## config.mk

```make
export PLATFORM = sky130hd
export DESIGN_NAME = morse_symbol_transmitter_flat
export DESIGN_NICKNAME = d
export VERILOG_FILES = /design/src/rtl/morse_pkg.sv /design/src/rtl/morse_symbol_transmitter_if.sv /design/src/rtl/morse_unit_timer.sv /design/src/rtl/morse_symbol_transmitter.sv /design/src/flat_wrapper.sv
export SDC_FILE = /design/constraint.sdc
export NUM_CORES = 1
export LEC_CHECK = 0
export ABC_AREA = 0
export CORE_UTILIZATION = 55
export CTS_CLUSTER_DIAMETER = 150
export DETAILED_ROUTE_END_ITERATION = 8
export PLACE_DENSITY_LB_ADDON = 0.12
export SYNTH_ARGS = -nofsm -noshare
export SYNTH_HDL_FRONTEND = slang
export SYNTH_SLANG_ARGS = --single-unit
export TNS_END_PERCENT = 50
```

## constraint.sdc

```tcl
create_clock -name clk -period 5.17 [get_ports clk]
set_input_delay 0.517 -clock clk [delete_from_list [all_inputs] [get_ports clk]]
set_output_delay 0.517 -clock clk [all_outputs]
set_load 0.01 [all_outputs]
```

## src/rtl/morse_pkg.sv

```systemverilog
// morse_pkg
//   Shared types and helpers for the Morse symbol transmitter.
//   - state_t   : sequencer states (IDLE, MARK, SPACE, DONE)
//   - ELEM_DOT / ELEM_DASH : element encoding inside a pattern word
//   - clamp_len : limits a requested element count to the register size
package morse_pkg;

  typedef enum logic [1:0] {
    IDLE  = 2'd0,
    MARK  = 2'd1,
    SPACE = 2'd2,
    DONE  = 2'd3
  } state_t;

  localparam logic ELEM_DOT  = 1'b0;
  localparam logic ELEM_DASH = 1'b1;

  // Lengths above the register size are treated as a full-length symbol.
  function automatic int clamp_len(input int len, input int max_len);
    return (len > max_len) ? max_len : len;
  endfunction

endpackage

```

## src/rtl/morse_symbol_transmitter_if.sv

```systemverilog
// morse_symbol_transmitter_if
//   Request/status bundle between the letter-select logic and the
//   transmitter.
//   - start   : request to transmit (master -> slave)
//   - pattern : right-aligned elements, 1 = dash (master -> slave)
//   - length  : number of valid elements (master -> slave)
//   - busy    : transmission in progress (slave -> master)
//   - led     : Morse output, high during a mark (slave -> master)
//   - done    : one-cycle completion pulse (slave -> master)
interface morse_symbol_transmitter_if #(
  parameter int MAX_LEN = 4
) ();

  localparam int LEN_W = $clog2(MAX_LEN + 1);

  logic               start;
  logic [MAX_LEN-1:0] pattern;
  logic [LEN_W-1:0]   length;
  logic               busy;
  logic               led;
  logic               done;

  modport master (
    output start, pattern, length,
    input  busy, led, done
  );

  modport slave (
    input  start, pattern, length,
    output busy, led, done
  );

endinterface

```

## src/rtl/morse_unit_timer.sv

```systemverilog
// morse_unit_timer
//   Loadable down-counter used to time marks and gaps.
//   - clk        : system clock, rising edge
//   - reset      : synchronous, active-low; clears the count
//   - load       : load load_value this cycle (takes priority)
//   - load_value : start value; a load of N-1 gives N cycles until zero
//   - zero       : count is zero (counter holds at zero)
module morse_unit_timer #(
  parameter int CNT_W = 3
) (
  input  logic             clk,
  input  logic             reset,
  input  logic             load,
  input  logic [CNT_W-1:0] load_value,
  output logic             zero
);

  logic [CNT_W-1:0] count_reg;

  always_ff @(posedge clk) begin
    if (!reset) begin
      count_reg <= '0;
    end else if (load) begin
      count_reg <= load_value;
    end else if (count_reg != '0) begin
      count_reg <= count_reg - CNT_W'(1);
    end
  end

  assign zero = (count_reg == '0);

endmodule

```

## src/rtl/morse_symbol_transmitter.sv

```systemverilog
// morse_symbol_transmitter
//   Plays a dot/dash pattern MSB-first on a single LED with unit-based
//   timing. The requested field is left-aligned at load so the element
//   to send is always shift_reg[MAX_LEN-1].
//   - clk   : system clock, rising edge
//   - reset : synchronous, active-low; aborts any transmission silently
//   - sym   : slave side of the start/busy/done bundle plus led output
//   Outputs are decoded from the registered state only.
module morse_symbol_transmitter
  import morse_pkg::*;
#(
  parameter int MAX_LEN     = 4,
  parameter int UNIT_CYCLES = 25000000,
  parameter int DASH_UNITS  = 3,
  parameter int GAP_UNITS   = 1
) (
  input  logic                        clk,
  input  logic                        reset,
  morse_symbol_transmitter_if.slave   sym
);

  localparam int LEN_W       = $clog2(MAX_LEN + 1);
  localparam int DASH_CYCLES = DASH_UNITS * UNIT_CYCLES;
  // Guard against a zero-width counter when a dash is a single cycle.
  localparam int CNT_W       = (DASH_CYCLES > 1) ? $clog2(DASH_CYCLES) : 1;

  // The timer is sized for the longest interval, a dash; GAP_UNITS is
  // expected not to exceed DASH_UNITS.
  localparam logic [CNT_W-1:0] DOT_LOAD  = CNT_W'(UNIT_CYCLES - 1);
  localparam logic [CNT_W-1:0] DASH_LOAD = CNT_W'(DASH_CYCLES - 1);
  localparam logic [CNT_W-1:0] GAP_LOAD  = CNT_W'(GAP_UNITS * UNIT_CYCLES - 1);

  state_t             state_reg, state_next;
  logic [MAX_LEN-1:0] shift_reg, shift_next;
  logic [LEN_W-1:0]   remaining_reg, remaining_next;

  logic [LEN_W-1:0]   eff_len;
  logic [MAX_LEN-1:0] load_pattern;

  logic               timer_load;
  logic [CNT_W-1:0]   timer_value;
  logic               timer_zero;

  function automatic logic [CNT_W-1:0] mark_load(input logic elem);
    return (elem == ELEM_DASH) ? DASH_LOAD : DOT_LOAD;
  endfunction

  // Left-align the valid field so the first element lands in the MSB and
  // unused low bits read as zero.
  assign eff_len      = LEN_W'(clamp_len(int'(sym.length), MAX_LEN));
  assign load_pattern = sym.pattern << (MAX_LEN - int'(eff_len));

  morse_unit_timer #(
    .CNT_W (CNT_W)
  ) u_timer (
    .clk        (clk),
    .reset      (reset),
    .load       (timer_load),
    .load_value (timer_value),
    .zero       (timer_zero)
  );

  always_ff @(posedge clk) begin
    if (!reset) begin
      state_reg     <= IDLE;
      shift_reg     <= '0;
      remaining_reg <= '0;
    end else begin
      state_reg     <= state_next;
      shift_reg     <= shift_next;
      remaining_reg <= remaining_next;
    end
  end

  always_comb begin
    state_next     = state_reg;
    shift_next     = shift_reg;
    remaining_next = remaining_reg;
    timer_load     = 1'b0;
    timer_value    = '0;

    case (state_reg)
      IDLE: begin
        if (sym.start) begin
          shift_next     = load_pattern;
          remaining_next = eff_len;
          if (eff_len == '0) begin
            state_next = DONE;
          end else begin
            state_next  = MARK;
            timer_load  = 1'b1;
            timer_value = mark_load(load_pattern[MAX_LEN-1]);
          end
        end
      end

      MARK: begin
        if (timer_zero) begin
          shift_next     = shift_reg << 1;
          remaining_next = remaining_reg - LEN_W'(1);
          // The last element ends straight into DONE: no trailing gap.
          if (remaining_reg == LEN_W'(1)) begin
            state_next = DONE;
          end else begin
            state_next  = SPACE;
            timer_load  = 1'b1;
            timer_value = GAP_LOAD;
          end
        end
      end

      SPACE: begin
        if (timer_zero) begin
          // shift_reg was advanced at the end of the mark, so its MSB is
          // already the next element.
          state_next  = MARK;
          timer_load  = 1'b1;
          timer_value = mark_load(shift_reg[MAX_LEN-1]);
        end
      end

      DONE: begin
        state_next = IDLE;
      end

      default: begin
        state_next = IDLE;
      end
    endcase
  end

  assign sym.led  = (state_reg == MARK);
  assign sym.busy = (state_reg != IDLE);
  assign sym.done = (state_reg == DONE);

endmodule

```

## src/flat_wrapper.sv

```systemverilog
// flat-port wrapper written by rule: the top's interface ports become plain ports
module morse_symbol_transmitter_flat import morse_pkg::*;
#(
  parameter int MAX_LEN     = 4,
  parameter int UNIT_CYCLES = 25000000,
  parameter int DASH_UNITS  = 3,
  parameter int GAP_UNITS   = 1
)
  (clk, reset, sym_start, sym_pattern, sym_length, sym_busy, sym_led, sym_done);
  morse_symbol_transmitter_if #(.MAX_LEN(MAX_LEN)) sym_i ();
  input  logic clk;
  input  logic reset;
  input wire logic [$bits(sym_i.start)-1:0] sym_start;
  input wire logic [$bits(sym_i.pattern)-1:0] sym_pattern;
  input wire logic [$bits(sym_i.length)-1:0] sym_length;
  output wire logic [$bits(sym_i.busy)-1:0] sym_busy;
  output wire logic [$bits(sym_i.led)-1:0] sym_led;
  output wire logic [$bits(sym_i.done)-1:0] sym_done;
  assign sym_i.start = sym_start;
  assign sym_i.pattern = sym_pattern;
  assign sym_i.length = sym_length;
  assign sym_busy = sym_i.busy;
  assign sym_led = sym_i.led;
  assign sym_done = sym_i.done;
  morse_symbol_transmitter #(.MAX_LEN(MAX_LEN), .UNIT_CYCLES(UNIT_CYCLES), .DASH_UNITS(DASH_UNITS), .GAP_UNITS(GAP_UNITS)) u_core (.clk(clk), .reset(reset), .sym(sym_i));
endmodule
```

==> flow_summary.json <==
{
  "power.total_w": 0.00137,
  "min_path_type": "register to register",
  "drt-vias-per-instance": 5.77,
  "critPathLaunchType": "primary input",
  "preCtsSetupSlack_ns": 1.78,
  "cts_tree": "yes",
  "synth.avg_cell_area_um2": 8.19,
  "cts_made_buffers": 5,
  "synth_warnings": 0,
  "synth_cells": 251,
  "async_flop_share": 0,
  "grt_setup_unrepaired": "no",
  "place_congestion": 0.862,
  "htreeDepth": 2,
  "cts_setup_buffers": 0,
  "postSynthRegisterBits": 36,
  "r2r_setup_slack_ns": 2.51,
  "synth_top_area_frac": 0.351,
  "fmax_mhz": 326,
  "min_period_over_period": 0.594,
  "hpwl_mm": 3.02,
  "p_per_area_nw_per_um2": 598,
  "synth_seq_area_share": 0.351,
  "dieArea_um2": 3980,
  "synth_nets": 266,
  "leakagePower_nw": 0.854,
  "fp-row-count": 21,
  "netlist_area_um2": 2050,
  "crit_type": "primary input to register",
  "holdBufCountCts": 0,
  "drc": 0,
  "clock_path_buffers": 2,
  "worstPathCellList": "clkdlybuf4s50_1, nor2b_1, inv_1, ha_1, ha_1, inv_1, a21oi_1, o21ai_1, buf_4, o21ai_1, buf_4, nand2_1, nor2_1",
  "status": "completed",
  "first_iter_violations": 92,
  "max-slew-margin-rel": 0.465,
  "core_um2": 3470,
  "cts.sinks": 36,
  "min_period_ns": 3.07,
  "finClkSkew_ns": 0.00912,
  "syn2layout_area_growth_pct": 11.6,
  "yosys.area.top_type": "dfxtp_1",
  "crit_start": "sym_length[0]",
  "maxCapViolCount": 0,
  "largest_reg_flops": 27,
  "worstPathArrival_ns": 3.24,
  "finalNonFillerCells": 310,
  "post_drt_wl_per_cell_um": 13.7,
  "cts_resized": 0,
  "cp_max_fo": 11,
  "clkTransAtPathRegs_ns": 0.07,
  "die_w_um": 63.1,
  "drtAntennaViolNets": 0,
  "wl_mm": 4.25,
  "place_inst": 302,
  "finalSetupTns_ns": 0,
  "final_hold_viol_count": 0,
  "grt_pass1_vias": 1707,
  "synth_area_leaders": "dfxtp_1 35%, a21oi_1 7.6%, xor2_1 6.0%, nor2_1 4.6%, nand2_1 4.4%",
  "timing.rr.start": "u_core.u_timer.count_reg[0]$_SDFFE_PN0P_",
  "yosys.cell_types.count": 44,
  "start_util": 0.592,
  "setup_ws_ns": 2.10,
  "finalSetupViolations": 0,
  "synth_edf_count": 0,
  "grt_start_max_net_pins": 23,
  "portBuffers": 12,
  "fp.dieH_um": 63.1,
  "final_nets": 278,
  "insertedDiodeCount": 0,
  "max_stage_delay_ns": 0.44,
  "crit_end": "u_core.u_timer.count_reg[8]$_SDFFE_PN0P_",
  "slew_violations": 0,
  "grt_pass1_wl_mm": 7.62,
  "drive_gt1_frac": 0.0682,
  "clock_tree.root_cell": "clkbuf_8",
  "r2r-end": "u_core.u_timer.count_reg[4]$_SDFFE_PN0P_",
  "ir_drop_mv": 0.303,
  "fillers": 308,
  "clock_latency_ns": 0.29,
  "required_ns": 5.34,
  "grt_overflow": 0,
  "cpMaxStageDelayCell": "clkdlybuf4s50_1",
  "rr_worst_depth": 8,
  "tightest_slew_ns": 0.796,
  "worst_setup_path_end_kind": "register",
  "grt.total_usage": 0.243,
  "num_vias": 1790,
  "grt_antenna_before_repair": 0,
  "finalCoreUtilization": 0.661,
  "pin_count": 13,
  "dr.pass1.iters": 4,
  "synth_ff_type": "dfxtp_1"
}
==> power by group <==
part | total (W) | switching, W | leakage, nW | internal, W
clock network | 0.000200 | 0.000106 | 0.0479 | 0.0000939
registers | 0.000495 | 0.000119 | 0.296 | 0.000375
logic | 0.000677 | 0.000382 | 0.510 | 0.000296
total | 0.00137 | 0.000607 | 0.854 | 0.000765
==> cells by family (layout without fill, tap and decap cells) <==
group / count (synthesis) / in the layout / synth area share
AO/OA/AOI/OAI: 68 / 68 / 0.203
XOR/XNOR: 21 / 21 / 0.0895
adder cells (fa/ha/maj): 5 / 5 / 0.0305
buffers and inverters: 21 / 34 / 0.0420
flip-flops: 36 / 36 / 0.351
multiplexers: 4 / 4 / 0.0195
AND/OR/NAND/NOR: 96 / 96 / 0.264
==> Yosys cell counts (5+ instances only) <==
cell type  instances
o21ai_0           11
nor4_1             6
clkbuf_1           8
nand3_1            5
nor2b_1            5
inv_1             11
nand2_1           24
xnor2_1            7
a211oi_1           6
xor2_1            14
nor3_1             8
dfxtp_1           36
o211ai_1           5
ha_1               5
nor2_1            25
a21oi_1           31
==> worst max-delay path, delay by kind of cell <==
family | cells | cell delay [ns]
AND/OR/NAND/NOR | 3 | 0.67
adder cells (fa/ha/maj) | 2 | 0.45
AO/OA/AOI/OAI | 3 | 0.48
buffers and inverters | 5 | 1.13
==> worst min path at each step <==
stage,slack (ns),endpoint,start,cells after the start
2_1_floorplan,0.46,u_core.shift_reg[0]$_SDFFE_PN0P_,u_core.shift_reg[0]$_SDFFE_PN0P_,2
3_3_place_gp,0.47,u_core.shift_reg[0]$_SDFFE_PN0P_,u_core.shift_reg[0]$_SDFFE_PN0P_,2
3_5_place_dp,0.49,u_core.shift_reg[0]$_SDFFE_PN0P_,u_core.shift_reg[0]$_SDFFE_PN0P_,2
4_1_cts,0.50,u_core.remaining_reg[1]$_SDFFE_PN0P_,u_core.remaining_reg[1]$_SDFFE_PN0P_,2
5_1_grt,0.53,u_core.shift_reg[0]$_SDFFE_PN0P_,u_core.shift_reg[0]$_SDFFE_PN0P_,2
6_report,0.50,u_core.shift_reg[0]$_SDFFE_PN0P_,u_core.shift_reg[0]$_SDFFE_PN0P_,2
==> layout make-up <==
type / instances / area [µm²] / share of cell area
clock buffers: 5 / 68.8 / 0.0300
clock inverters: 3 / 18.8 / 0.00818
inverters: 12 / 45.0 / 0.0196
multi-input cells: 194 / 1250 / 0.544
flip-flops and latches: 36 / 721 / 0.314
well taps: 46 / 57.6 / 0.0251
repair buffers: 14 / 135 / 0.0589
==> metal layers <==
metal  up-vias  wire length (µm)  share of wire  track usage
li1        922                 -              -            -
met1       831              2060           0.48        0.309
met2        32              2010           0.47        0.391
met3         5               143          0.034       0.0507
met4         0                44          0.010        0.116
met5         -                 0              0            0
==> layout by cell type, fill, tap and decap left out, drive strengths merged, types with 6 or more instances in the layout <==
master	n
a211oi	6
a21oi	31
clkdlybuf4s50	12
dfxtp	36
inv	11
nand2	24
nor2	25
nor3	8
nor4	10
o21ai	13
xnor2	7
xor2	14
==> per-stage QoR <==
step | hold WS, ns | area, µm²
2_1_floorplan | 0.461 | 2050
5_1_grt | 0.526 | 2290
6_report | 0.503 | 2290
4_1_cts | 0.503 | 2290
3_3_place_gp | 0.474 | 2210
3_5_place_dp | 0.488 | 2210
No activity file was read; power rests on OpenSTA's default activity.
